**config.mk**
```make
export PLATFORM = sky130hd
export DESIGN_NAME = dmem_bridge
export DESIGN_NICKNAME = d
export VERILOG_FILES = /design/src/rtl/dmem_pkg.sv /design/src/rtl/dmem_timeout.sv /design/src/rtl/dmem_bridge.sv
export SDC_FILE = /design/constraint.sdc
export NUM_CORES = 1
export LEC_CHECK = 0
export CORE_ASPECT_RATIO = 1.75
export CORE_UTILIZATION = 42
export CTS_CLUSTER_SIZE = 8
export DETAILED_ROUTE_END_ITERATION = 16
export PLACE_DENSITY = 0.93
export SETUP_SLACK_MARGIN = 0.5
export SLEW_MARGIN = 20
export SYNTH_ARGS = -nofsm -noshare
export SYNTH_HDL_FRONTEND = slang
export SYNTH_SLANG_ARGS = --single-unit
```
**constraint.sdc**
```tcl
create_clock -name clk -period 5.05 [get_ports clk]
set_clock_uncertainty 0.05 [all_clocks]
set_input_delay 0.505 -clock clk [delete_from_list [all_inputs] [get_ports clk]]
set_output_delay 0.505 -clock clk [all_outputs]
set_load 0.005 [all_outputs]
```
**src/rtl/dmem_pkg.sv**
```systemverilog
// dmem_pkg: shared state type, default watchdog limit and counter sizing for dmem_bridge
package dmem_pkg;
  typedef enum logic [1:0] {IDLE, REQ, WAIT, DONE} dmem_state_t;
  localparam int TIMEOUT_DEFAULT = 16;
  function automatic int cnt_width(input int t);
    return $clog2(t);
  endfunction
endpackage

```
**src/rtl/dmem_timeout.sv**
```systemverilog
// dmem_timeout: clearable, enabled cycle counter flagging TIMEOUT-1 as terminal count
module dmem_timeout import dmem_pkg::*; #(
  parameter int TIMEOUT = TIMEOUT_DEFAULT
) (
  input  logic clk,
  input  logic reset_n,
  input  logic clr,
  input  logic en,
  output logic tc
);
  localparam int CW = cnt_width(TIMEOUT);
  logic [CW-1:0] cnt;
  always_ff @(posedge clk)
    if (!reset_n || clr) cnt <= '0;
    else if (en) cnt <= cnt + 1'b1;
  assign tc = cnt == CW'(TIMEOUT - 1);
endmodule

```
**src/rtl/dmem_bridge.sv**
```systemverilog
// dmem_bridge: MEM-stage data port to valid/ready RAM with watchdog; DMEM_ALIGN_CHECK_EN traps misaligned addresses
module dmem_bridge import dmem_pkg::*; #(
  parameter int TIMEOUT = TIMEOUT_DEFAULT
) (
  input  logic        clk,
  input  logic        reset_n,
  input  logic        d_req,
  input  logic [31:0] d_address,
  input  logic [31:0] d_data_write,
  input  logic        d_write_enable,
  output logic [31:0] d_data_read,
  output logic        d_data_valid,
  output logic        d_busy,
  output logic        d_error,
  output logic        m_valid,
  output logic [31:0] m_addr,
  output logic [31:0] m_wdata,
  output logic        m_we,
  input  logic        m_ready,
  input  logic        m_rvalid,
  input  logic [31:0] m_rdata
);
  dmem_state_t state;
  logic err, tc, mis;
`ifdef DMEM_ALIGN_CHECK_EN
  assign mis = |d_address[1:0];
`else
  assign mis = 1'b0;
`endif
  dmem_timeout #(.TIMEOUT(TIMEOUT)) u_timeout (
    .clk(clk),
    .reset_n(reset_n),
    .clr(state == IDLE),
    .en(state == REQ || state == WAIT),
    .tc(tc)
  );
  // a response arriving on the terminal-count cycle takes priority over the abort
  always_ff @(posedge clk)
    if (!reset_n) begin
      state       <= IDLE;
      m_addr      <= '0;
      m_wdata     <= '0;
      m_we        <= 1'b0;
      d_data_read <= '0;
      err         <= 1'b0;
    end else begin
      case (state)
        IDLE: if (d_req) begin
          m_addr  <= d_address;
          m_wdata <= d_data_write;
          m_we    <= d_write_enable;
          err     <= mis;
          state   <= mis ? DONE : REQ;
          if (mis) d_data_read <= '0;
        end
        REQ: if (m_ready && m_rvalid) begin
          d_data_read <= m_we ? '0 : m_rdata;
          err         <= 1'b0;
          state       <= DONE;
        end else if (tc) begin
          d_data_read <= '0;
          err         <= 1'b1;
          state       <= DONE;
        end else if (m_ready) state <= WAIT;
        WAIT: if (m_rvalid) begin
          d_data_read <= m_we ? '0 : m_rdata;
          err         <= 1'b0;
          state       <= DONE;
        end else if (tc) begin
          d_data_read <= '0;
          err         <= 1'b1;
          state       <= DONE;
        end
        default: state <= IDLE;
      endcase
    end
  assign d_busy       = state != IDLE;
  assign m_valid      = state == REQ;
  assign d_data_valid = state == DONE;
  assign d_error      = state == DONE && err;
endmodule
```
==> impl_metrics.ini <==
[global_route]
antenna_found_initial = 0
grtUsageTotal_pct = 23.3
grt_pass1_wl_um = 16900
grt_remaining_overflow = 0
grt_max_degree = 66
grt_pass1_vias = 3616

[timing]
worst_pin_slew_ps = 684
setup-violations-final = 0
min_period_over_period_pct = 46.7
slew_violations = 0
hold_slack_ps = 412
setup_ws_ps = 2690
max_freq_mhz = 424
tns_ps = 0
min_period_ps = 2360
hold_violations = 0
rsz0062_at_grt = false
relSlewSlack_pct = 54.4

[layout]
num_antenna_cells = 0
fin_util_pct = 70.2
layout.nets = 703
final_cell_area_sq_um = 6160
area_growth_pct = 60.7
drive_gt1_share_pct = 4.50

[critical_path]
crit_slowest_cell = clkdlybuf4s50_1
cp_cell_sequence = inv_1 -> ha_1 -> inv_1 -> clkdlybuf4s50_1
r2r_cells = 6
startpoint = state[0]
r2r_end = d_data_read[7]
end_kind = primary output
crit_fanout = 6
critical_path_arrival_ps = 1800
r2r_slack_ps = 2880
regToRegStartpoint = state[0]
slowest_delay_ps = 520
timing.critical_path.mode_cell = inv_1
crit_cells = 4
path_class = reg2out
path_buf_inv = 3
path_delay_family = buffers and inverters
endpoint = d_busy
crit_required_ps = 4490
startpoint_type = flip-flop

[drt]
drt_iter0_markers = 145
antenna_left = 0
first_pass_iters = 4
wl_per_cell_um = 15.5
vias = 3547
viasPerCell = 4.95
routed_wl_um = 11100
drc = 0

[floorplanning]
die_h_um = 128
initial_core_util_pct = 43.7
core_area_sq_um = 8780
die_w_um = 74.2
io_pins = 203
rows = 45
die_area_sq_um = 9530

[yosys]
synth_nets = 518
ys_types = 31
mappedNetlistArea_sq_um = 3830
syn_avg_cell_area_sq_um = 9.35
syn_inst = 410
yosysWarnings = 0
synth_seq_cells = 104
ys_seq_area_share_pct = 54.3

[pwr]
p_per_area_nw_per_um2 = 393
ir_drop_v = 0.000211
comb_power_share_pct = 30.5
p_leak_nw = 2.32
pwr-share-seq_pct = 41.9
p_int_mw = 1.68
power.switching_mw = 0.737
swShare_pct = 30.5
power_frac_clock_pct = 27.6

[clock_network]
cts.sinks = 104
cts_resized = 0
cts_max_path_buffers = 2
cts.clk_slew.worst_paths_ps = 70
htree_num_levels = 3
clk_latency_ps = 340
postCtsHoldBufs = 0
cts_buffers = 9
postCtsSetupBuffers = 0
cts-root-buf = clkbuf_16
cts_tree = yes

[placed_design]
pre_cts_ws_ps = 2440
place_hpwl_um = 8050
placed_area_sq_um = 5860
io_buffers = 202
gp_congestion = 0.760

[flow_run]
drv_cap = 0

[worst_hold_path]
hold_depth = 2
hold_class = reg2reg

[run_status]
outcome = finished, final reports clean
==> final cells by class <==
| cell class | instances | area, sq um |
|---|---|---|
| clock buffer | 9 | 225 |
| clock inverter | 7 | 62.6 |
| fill | 637 | 2620 |
| inverter | 5 | 18.8 |
| multi-input combinational | 271 | 1590 |
| sequential | 104 | 2080 |
| tap | 117 | 146 |
| timing repair buffer | 204 | 2040 |
==> placed cells by master, fill, tap and decap left out, types with 2 or more instances in the layout <==
cell type        netlist  routed
xor2_1                 2       2
clkbuf_16              0       9
clkinv_4               0       2
a21oi_1                2       2
nand2_1              138     137
a21boi_0              65      65
dfxtp_1              104     104
a22o_1                30      30
mux2i_1                2       2
inv_1                  5       5
clkdlybuf4s50_1        0     201
nor3b_1                2       2
inv_6                  0       3
a22o_2                 2       2
nor2_1                 5       5
ha_1                   6       6
==> state kept, by name, summed over array words and instances (netlist names) <==
name	cells
d_data_read	32
m_wdata	32
err	1
m_addr	32
m_we	1
u_timeout.cnt	4
state	2
==> synthesized netlist by cell type <==
| cell type | instances | area [sq um] |
|---|---|---|
| a21boi_0 | 65 | 488 |
| a21o_1 | 1 | 7.51 |
| a21o_2 | 1 | 8.76 |
| a21oi_1 | 2 | 10.0 |
| a22o_1 | 30 | 263 |
| a22o_2 | 2 | 20.0 |
| a31oi_1 | 1 | 6.26 |
| a32o_1 | 1 | 10.0 |
| and2_1 | 3 | 18.8 |
| and3_4 | 1 | 11.3 |
| buf_1 | 4 | 15.0 |
| buf_2 | 11 | 55.1 |
| buf_6 | 5 | 56.3 |
| clkbuf_1 | 10 | 37.5 |
| dfxtp_1 | 104 | 2080 |
| ha_1 | 6 | 75.1 |
| inv_1 | 5 | 18.8 |
| mux2i_1 | 2 | 20.0 |
| nand2_1 | 138 | 518 |
| nand2b_1 | 1 | 6.26 |
| nand4_1 | 1 | 6.26 |
| nor2_1 | 5 | 18.8 |
| nor2b_1 | 1 | 6.26 |
| nor3_1 | 1 | 5.00 |
| nor3b_1 | 2 | 15.0 |
| nor3b_2 | 1 | 12.5 |
| o21a_1 | 1 | 7.51 |
| o21ai_0 | 1 | 5.00 |
| o21ai_1 | 1 | 5.00 |
| xnor2_1 | 1 | 8.76 |
| xor2_1 | 2 | 17.5 |
==> layer usage <==
metal | GRT usage (%) | wire length, um | vias to the layer above
met5 | 0 | 0 | -
met4 | 13.2 | 523 | 0
met3 | 6.03 | 580 | 35
met2 | 42.8 | 6050 | 127
met1 | 22.7 | 3930 | 1650
li1 | - | - | 1735
==> worst min-delay path, cell delays in order, from the launching register on <==
cell and delay, ps:
dfxtp_1 310, nand2_1 40, a21boi_0 60
==> logic make-up (layout without fill, tap and decap cells) <==
group,Yosys count,count (layout),share of synthesized area (%)
adder cells (fa/ha/maj),6,6,1.96
AND/OR/NAND/NOR,154,154,16.1
multiplexers,2,2,0.522
XOR/XNOR,3,3,0.685
flip-flops,104,104,54.3
buffers and inverters,35,225,4.76
AO/OA/AOI/OAI,106,106,21.7
==> how the worst min path moves through the flow <==
stage / start / end / slack, ps
after global placement: m_wdata[3] / m_wdata[3] / 400
after global routing: m_wdata[26] / m_wdata[26] / 430
after CTS: m_wdata[5] / m_wdata[5] / 420
final: m_wdata[5] / m_wdata[5] / 410
after floorplan: m_addr[0] / m_addr[0] / 410
after detailed placement: m_wdata[5] / m_wdata[5] / 410
==> power groups by stage <==
| stage | Clock [mW] | Combinational [mW] | Sequential [mW] |
|---|---|---|---|
| after floorplan | 0 | 0.347 | 1.03 |
| after global placement | 0 | 0.704 | 1.02 |
| after detailed placement | 0 | 0.739 | 1.03 |
| after CTS | 0.679 | 0.744 | 1.01 |
| after global routing | 0.715 | 0.811 | 1.03 |
| final | 0.667 | 0.739 | 1.01 |
==> stage by stage <==
| step | instances | power (mW) |
|---|---|---|
| after floorplan | 410 | 1.38 |
| after global placement | 700 | 1.73 |
| after detailed placement | 700 | 1.77 |
| after CTS | 716 | 2.44 |
| after global routing | 717 | 2.55 |
| final | 717 | 2.42 |
No activity file was read; power rests on OpenSTA's default activity.
